--- src/rtl/if_fetch_ctrl.sv ---
// ---------------------------------------------------------------------------
// if_fetch_ctrl
//
// Instruction-fetch controller for the five-stage RISC-V pipeline. It reads
// the current pc from the pc register and drives npc back into it. It keeps
// at most one instruction-memory request outstanding. It delivers fetched
// words into the IF/ID slot, which ID may stall. A branch/jump redirect from
// EX flushes the slot and kills any fetch that is still in flight.
//
// Parameters
//   RESET_PC        value driven on npc while reset is high
//
// Ports
//   clk             sole clock, rising edge
//   reset           asynchronous, active-high reset
//   pc              current PC from the pc register
//   npc             next PC to the pc register (combinational)
//   imem_req        fetch request
//   imem_addr       word-aligned fetch address {pc[31:2],2'b00}
//   imem_gnt        request accepted this cycle
//   imem_rvalid     response data valid (at least one cycle after gnt)
//   imem_rdata      instruction word returned by memory
//   redirect_valid  taken branch/jump from EX
//   redirect_pc     redirect target
//   stall           ID is not accepting the slot this cycle
//   if_id_valid     IF/ID slot holds an instruction
//   if_id_pc        PC of the slot instruction
//   if_id_instr     slot instruction
// ---------------------------------------------------------------------------
module if_fetch_ctrl #(
  parameter logic [31:0] RESET_PC = 32'h0000_0000
) (
  input  logic        clk,
  input  logic        reset,
  input  logic [31:0] pc,
  output logic [31:0] npc,
  output logic        imem_req,
  output logic [31:0] imem_addr,
  input  logic        imem_gnt,
  input  logic        imem_rvalid,
  input  logic [31:0] imem_rdata,
  input  logic        redirect_valid,
  input  logic [31:0] redirect_pc,
  input  logic        stall,
  output logic        if_id_valid,
  output logic [31:0] if_id_pc,
  output logic [31:0] if_id_instr
);

  // REQ  : issuing a request for pc
  // WAIT : request accepted, waiting for the response
  // HOLD : a fetched word is parked in the hold buffer behind a stalled slot
  localparam logic [1:0] S_REQ  = 2'd0;
  localparam logic [1:0] S_WAIT = 2'd1;
  localparam logic [1:0] S_HOLD = 2'd2;

  localparam logic [31:0] NOP_INSTR = 32'h0000_0013;

  logic [1:0]  state;
  logic [1:0]  state_nx;
  logic        kill;
  logic        kill_nx;

  logic [31:0] hold_pc;
  logic [31:0] hold_instr;
  logic        hold_load;

  logic        slot_load;
  logic [31:0] slot_load_pc;
  logic [31:0] slot_load_instr;
  logic        slot_valid_nx;

  logic        consume;
  logic        fetch_done;
  logic [31:0] pc_plus4;

  assign consume  = if_id_valid && !stall;
  assign pc_plus4 = pc + 32'd4;

  // A response that satisfies a live (not killed) request. The pc advances
  // on that edge whether the word goes to the slot or to the hold buffer.
  assign fetch_done = (state == S_WAIT) && imem_rvalid && !kill;

  assign imem_addr = {pc[31:2], 2'b00};

  // The request is gated by reset so that nothing is issued while the pc
  // register is being forced to RESET_PC. A redirect also suppresses it,
  // because the pc it would fetch is about to be replaced.
  always_comb begin
    imem_req = 1'b0;
    if (!reset && (state == S_REQ) && !redirect_valid) begin
      imem_req = 1'b1;
    end
  end

  // The next-PC mux. Priority is reset, then redirect, then sequential
  // advance on a completed fetch. Otherwise the pc is held.
  always_comb begin
    npc = pc;
    if (reset) begin
      npc = RESET_PC;
    end else if (redirect_valid) begin
      npc = redirect_pc;
    end else if (fetch_done) begin
      npc = pc_plus4;
    end
  end

  // Next-state, kill and slot/hold-buffer update decisions. A redirect
  // overrides every other event. It empties the slot. It drops the hold
  // buffer by leaving HOLD. It tags any request that is still in flight
  // with kill, so that the stale response is thrown away when it returns.
  always_comb begin
    state_nx        = state;
    kill_nx         = kill;
    hold_load       = 1'b0;
    slot_load       = 1'b0;
    slot_load_pc    = pc;
    slot_load_instr = imem_rdata;

    if (redirect_valid) begin
      case (state)
        S_REQ: begin
          if (imem_gnt) begin
            kill_nx  = 1'b1;
            state_nx = S_WAIT;
          end
        end
        S_WAIT: begin
          // Data arriving now answers the outstanding request, so there is
          // nothing left to kill. Without data, the request is still
          // pending and must be killed.
          if (imem_rvalid) begin
            kill_nx  = 1'b0;
            state_nx = S_REQ;
          end else begin
            kill_nx  = 1'b1;
            state_nx = S_WAIT;
          end
        end
        default: begin
          state_nx = S_REQ;
        end
      endcase
    end else begin
      case (state)
        S_REQ: begin
          if (imem_req && imem_gnt) begin
            state_nx = S_WAIT;
          end
        end
        S_WAIT: begin
          if (imem_rvalid) begin
            if (kill) begin
              kill_nx  = 1'b0;
              state_nx = S_REQ;
            end else if (!if_id_valid || consume) begin
              slot_load = 1'b1;
              state_nx  = S_REQ;
            end else begin
              hold_load = 1'b1;
              state_nx  = S_HOLD;
            end
          end
        end
        S_HOLD: begin
          if (consume) begin
            slot_load       = 1'b1;
            slot_load_pc    = hold_pc;
            slot_load_instr = hold_instr;
            state_nx        = S_REQ;
          end
        end
        default: begin
          state_nx = S_REQ;
        end
      endcase
    end
  end

  // Slot valid for the next cycle. A load fills the slot. A redirect
  // empties it. Otherwise the slot stays valid unless ID consumed it.
  always_comb begin
    slot_valid_nx = if_id_valid && !consume;
    if (redirect_valid) begin
      slot_valid_nx = 1'b0;
    end else if (slot_load) begin
      slot_valid_nx = 1'b1;
    end
  end

  // FSM state and kill flag. A response that is in flight during reset is
  // not tracked. Memory is expected to drop it on reset.
  always_ff @(posedge clk or posedge reset) begin
    if (reset) begin
      state <= S_REQ;
      kill  <= 1'b0;
    end else begin
      state <= state_nx;
      kill  <= kill_nx;
    end
  end

  // Hold buffer. Its contents only matter while in HOLD, so it needs no
  // valid bit of its own. Leaving HOLD on a redirect drops it implicitly.
  always_ff @(posedge clk or posedge reset) begin
    if (reset) begin
      hold_pc    <= 32'h0000_0000;
      hold_instr <= NOP_INSTR;
    end else if (hold_load) begin
      hold_pc    <= pc;
      hold_instr <= imem_rdata;
    end
  end

  // IF/ID slot. The pc and instr fields change only on a load. When the
  // slot is consumed or flushed they keep their last values.
  always_ff @(posedge clk or posedge reset) begin
    if (reset) begin
      if_id_valid <= 1'b0;
      if_id_pc    <= 32'h0000_0000;
      if_id_instr <= NOP_INSTR;
    end else begin
      if_id_valid <= slot_valid_nx;
      if (slot_load && !redirect_valid) begin
        if_id_pc    <= slot_load_pc;
        if_id_instr <= slot_load_instr;
      end
    end
  end

endmodule
--- config.mk ---
export PLATFORM = sky130hd
export DESIGN_NAME = if_fetch_ctrl
export DESIGN_NICKNAME = d
export VERILOG_FILES = /design/src/rtl/if_fetch_ctrl.sv
export SDC_FILE = /design/constraint.sdc
export NUM_CORES = 1
export LEC_CHECK = 0
export ABC_AREA = 1
export CORE_MARGIN = 1.5
export CORE_UTILIZATION = 58
export CTS_CLUSTER_DIAMETER = 200
export DETAILED_ROUTE_END_ITERATION = 6
export DONT_BUFFER_PORTS = 1
export PLACE_DENSITY = 0.76
export SYNTH_ARGS = -nofsm -noshare
export SYNTH_HDL_FRONTEND = slang
export SYNTH_SLANG_ARGS = --single-unit
--- constraint.sdc ---
create_clock -name clk -period 5.25 [get_ports clk]
set_input_delay 0.2625 -clock clk [delete_from_list [all_inputs] [get_ports clk]]
set_output_delay 0.2625 -clock clk [all_outputs]
set_load 0.02 [all_outputs]
# Word-level counts from Yosys, hierarchy flattened
# Cells that the tools add are included.
dict set report classes {
  muxes 39
  n_lt_le_gt_ge 0
  bitwise_logic 0
  n_mul 0
  add_sub_neg 1
  n_eq_ne 6
  n_shift 0
  n_reduce_logical 21
  div_mod_pow 0
}
# op count
set op_table {}
lappend op_table {{$mux 32} 9}
lappend op_table {{$add 32x3->32 const B} 1}
lappend op_table {{$mux 1} 19}
lappend op_table {{$mux 2} 7}
lappend op_table {{$ne 3x3->1 const B} 3}
lappend op_table {{$logic_and 1x1->1} 8}
lappend op_table {{$reduce_and 4->1} 2}
lappend op_table {{$logic_not 1->1} 6}
lappend op_table {{$pmux 2 s3} 1}
lappend op_table {{$reduce_bool 2->1} 3}
lappend op_table {{$pmux 1 s2} 2}
lappend op_table {{$pmux 2 s2} 1}
lappend op_table {{$ne 3x2->1 const B} 1}
lappend op_table {{$eq 2x1->1 const B} 1}
lappend op_table {{$eq 2x2->1 const B} 1}
lappend op_table {{$logic_not 2->1} 1}
lappend op_table {{$logic_or 1x1->1} 1}
dict set report totals {
  ram_bits 0
  elab_cells 74
  output_inout_bits 130
  n_memories 0
  regBits 132
  in_bits 102
  rom_bits 0
  latchBits 0
}

# Longest topological paths before layout
dict set report depth {
  ltp_word 10
  mapped_depth 13
  ltp_nobuf 13
}

# Least setup slack after synthesis
# OpenSTA, ideal clock, no wires.
dict set report synth_timing {
  kind {input to output}
  from {in reset}
  to {out npc[11]}
  stages 4
  n_path_buf 1
  setup_slack_ns -0.024
  t_arrival_ns 5.011
  required_ns 4.988
  path_cell_list {inv_1 > clkbuf_1 > o211ai_1 > inv_1}
}
dict set report synth_between {
  elab_chain_len 1
}
# item line_no
set synth_lines {}
lappend synth_lines {{start, declared} 34} ;# input logic reset,
lappend synth_lines {{$mux 32} 100} ;# if (reset) begin
lappend synth_lines {{end, declared} 36} ;# output logic [31:0] npc,
# Every way passes these cells.

# Worst setup path in the final report
dict set report layout_timing {
  from {reg state[1]}
  to {out npc[22]}
}
dict set report layout_between {
  elab_chain_len 6
}
# item line_no
set layout_lines {}
lappend layout_lines {{start, declared} 59} ;# logic [1:0] state;
lappend layout_lines {{start signal, assigned} 199} ;# state <= state_nx;
lappend layout_lines {{$eq 2x1->1} 82} ;# assign fetch_done = (state == S_WAIT) && imem_rvalid && !kill;
lappend layout_lines {{$logic_and 1x1->1 (2 in a row)} 82}
lappend layout_lines {{$mux 32} 104} ;# end else if (fetch_done) begin
lappend layout_lines {{$mux 32} 102} ;# end else if (redirect_valid) begin
lappend layout_lines {{$mux 32} 100}
# Every way passes these cells.

==> results.txt <==
- The flow ran to the end, and the final reports show no timing, DRC or antenna violations.
* Clk sinks: 132
* Post-route ant nets: 0
- The worst hold path passes through 2 cells.
- Number of distinct library cell variants in the gate-level netlist after synthesis: 28
- Overall die area: 13100 um^2
* Largest vdd supply drop: approximately 0.23 mV
- Clock tree synthesis inserted a total of 17 buffers.
- Count of final hold-check violations: 0
* Leakage: roughly 4.0 nW
* Layout overhead on the synthesized area: 5.41%
- Vert. Die Dim: ~110 um
- Buffers inserted by post-CTS timing repair: 0
- After detailed routing, the number of remaining DRC violations is 0.
* Register bit total from synthesis: 132
- For this run, the top clock speed supported by timing is 347 MHz.
- Number of port buffers: 0
- Hold Startpoint: imem_rdata[0]
- Final weighted congestion of routability-driven global placement: between 0.8 and 0.9
- Tmin final: about 2900 ps
- Startpoint of the worst-slack reg-to-reg timing path: state[1]
- Initial antenna violation count: 0
* WHS Endpoint: hold_instr[0]
- Pre-CTS setup slack: 2460 ps
- Initial drt markers: 527
* Crit path largest cell delay: roughly 440 ps
- In this run the deepest clock path goes through 2 buffers.
- Total setup violations reported at the end of the flow: 0
* # IOs: about 230
- The root buffer cell chosen for the clock tree is clkbuf_16.
- Sequential cells were found to cover 45.9% of the synthesized design area.
* Ratio of cells with drive above 1 in the final layout: 5.41%
* Maximum fanout along the worst path: 10
- Cell family with most CP delay: simple AND/OR/NAND/NOR gates
- For this run, the total global-route usage over all layers was measured as roughly a quarter.
- Overall die width: 115 um
* Post-Syn Area: 7210 um^2
- Clock Skew: 10.8 ps
- Clock tree from TritonCTS: built
- Vias in the first global route: 5303
- Data on the critical path arrives at its endpoint at 2620 ps.
- Yosys printed 0 warnings.
* Most used flip-flop cell after synthesis: dfrtp_1
- Fraction of registers with async set or reset after synthesis: 100%
- EDFF count, synth: 0
- CP cell instances: inv_1 > ha_1 > nand2_2 > nor2_4 > nand2_1 > nor2_4 > nand2_1 > xor2_1 > a21oi_1
- The cell count after synthesis came out at 986.
- Remaining max-slew budget at the tightest pin: 27.0%
* Worst reg-to-reg setup slack: 2470 ps
* Most used cells in the layout excluding fill and tap cells: nand2_1 (278), o21ai_0 (209), dfrtp_1 (126), inv_1 (113), nor2_1 (56)
- Post-route clock period utilization: 54.9%
- The number of antenna diodes in the final layout is 0.
- Capturing element type of the critical path: output port
* Post-placement cell count: about 1100
- Total routed wirelength: 16900 um
- HPWL reported at the end of detailed placement: between 10000 and 15000 um
- The total overflow left after global routing is 0.
* First-pass GRT wire length: 26900 um
* Startpoint types: flip-flop
* Non-filler cells in the finished layout: 1110
- At the pin with the least slew margin, the transition time is 1090 ps.
- Each instance of the synthesized netlist takes up on average roughly 7.3 um^2.
* Number of cells on the worst reg-to-reg path: 10
- Register clock-pin slew on the reported worst setup and hold paths: 50 ps
* Power per unit of standard cell area: ~470 nW/um^2
- The worst register-to-register path ends at if_id_pc[14].
- Final worst-path setup slack: ~2400 ps
- The slowest stage of the critical path is the a21oi_1 cell.
- Max-cap check violation count: 0
- After floorplanning, the core was divided into 40 placement rows.
* Nets: 1036
* Std-Cell Core Area: 12100 um^2
* Pin count of the biggest net entering global routing: 129
- The library cell used most frequently in the layout, excluding fill and tap cells, is nand2_1.
- The clock tree synthesis step divided the H-tree into 4 levels.
- Slew Viols, Final: 0
- Class of the tightest hold or removal check: primary input to flip-flop
* Routed len/inst: 15.2 um
- By startpoint and endpoint, the worst setup path is classified as flip-flop to output port.
* RSZ-0062 raised after global routing: false
- Vias after detailed routing: 5966
- Setup TNS: 0 ps
- The pre-antenna-repair detailed-routing pass consisted of 5 iterations.
- Effective utilization at floorplan: roughly three fifths
- Number of vias per cell after detailed routing: 5.37
- At the worst endpoint, the required time is 4990 ps.
- Together, buffers and inverters on the worst path number 1.
- At the later pin of the worst-skew pair, clock insertion delay measures 410 ps.
==> state kept, by name, indices dropped and copies added, names as in the netlist <==
| register | cells |
|---|---|
| kill | 1 |
| if_id_valid | 1 |
| hold_instr | 32 |
| if_id_instr | 32 |
| if_id_pc | 32 |
| state | 2 |
| hold_pc | 32 |
==> how the worst max path moves through the flow <==
stage	from	end	slack, ps	depth (start not counted)
detailed placement	state[1]	if_id_pc[14]	2460	10
floorplan	reset	npc[11]	2280	4
finish	state[1]	npc[22]	2370	9
CTS	state[1]	npc[22]	2340	9
global placement	state[1]	if_id_pc[14]	2530	10
global route	state[1]	if_id_pc[14]	2160	10
==> final cells by class <==
| class | instances | area (um^2) |
|---|---|---|
| fill | 1080 | 4460 |
| multi-input combinational | 655 | 3020 |
| clock buffer | 22 | 474 |
| clock inverter | 10 | 81.3 |
| tap | 168 | 210 |
| sequential | 132 | 3310 |
| inverter | 115 | 437 |
| timing repair buffer | 8 | 70.1 |
==> kinds of logic (layout without fill, tap and decap cells) <==
kind of cell / count (synthesis) / after routing / synth area share, %
and+or+nand+nor: 398 / 398 / 22.3
AOI/OAI and AO/OA: 244 / 244 / 17.5
buffers and inverters: 200 / 155 / 12.7
DFF: 132 / 132 / 45.9
xor gates and xnor gates: 6 / 6 / 0.729
adders and majority gates: 5 / 5 / 0.867
other: 1 / 2 / 0.0520
==> where the power goes <==
group	internal [mW]	switching (mW)
logic	0.215	0.361
registers	1.39	0.521
clock network	0.682	0.408
==> layer usage <==
layer	wire, um	GRT usage (%)	share of wire, %	up-vias
met5	0	0	0	-
met4	156	6.75	0.92	0
met3	1270	8.95	7.5	13
met2	7820	41.3	46	227
met1	7630	35.3	45	2721
li1	-	-	-	3005
==> repair_timing <==
action                                 in CTS  in global routing
resized for setup                           0                  0
hold buffers                                4                  0
setup endpoints to repair                   0                  0
endpoints found under the hold margin      63                  0
==> synthesized netlist by cell type, types with 2 or more instances <==
cell / count / area (um^2)
a21oi_1: 9 / 45.0
buf_1: 3 / 11.3
buf_2: 12 / 60.1
buf_4: 32 / 240
buf_6: 4 / 45.0
clkbuf_1: 32 / 120
clkbuf_2: 2 / 10.0
dfrtp_1: 126 / 3150
dfstp_2: 6 / 158
ha_1: 5 / 62.6
inv_1: 115 / 432
nand2_1: 279 / 1050
nand3_1: 43 / 215
nand4_1: 10 / 62.6
nor2_1: 56 / 210
nor2_4: 2 / 22.5
nor3_1: 3 / 15.0
o211ai_1: 14 / 105
o21ai_0: 209 / 1050
o21ai_1: 10 / 50.1
or2_2: 2 / 12.5
xor2_1: 6 / 52.6
==> stage by stage <==
step                hold slack (ps)  total power [mW]  area, um^2  utilization (%)
floorplan                       394              2.36        7220                -
global placement                301              2.47        7010             58.1
detailed placement              301              2.50        7010             58.1
CTS                            1.73              3.61        7600             63.0
global route                   27.0              3.80        7600             63.0
finish                         10.3              3.57        7600             63.0
(Power assumes the default switching activity.)
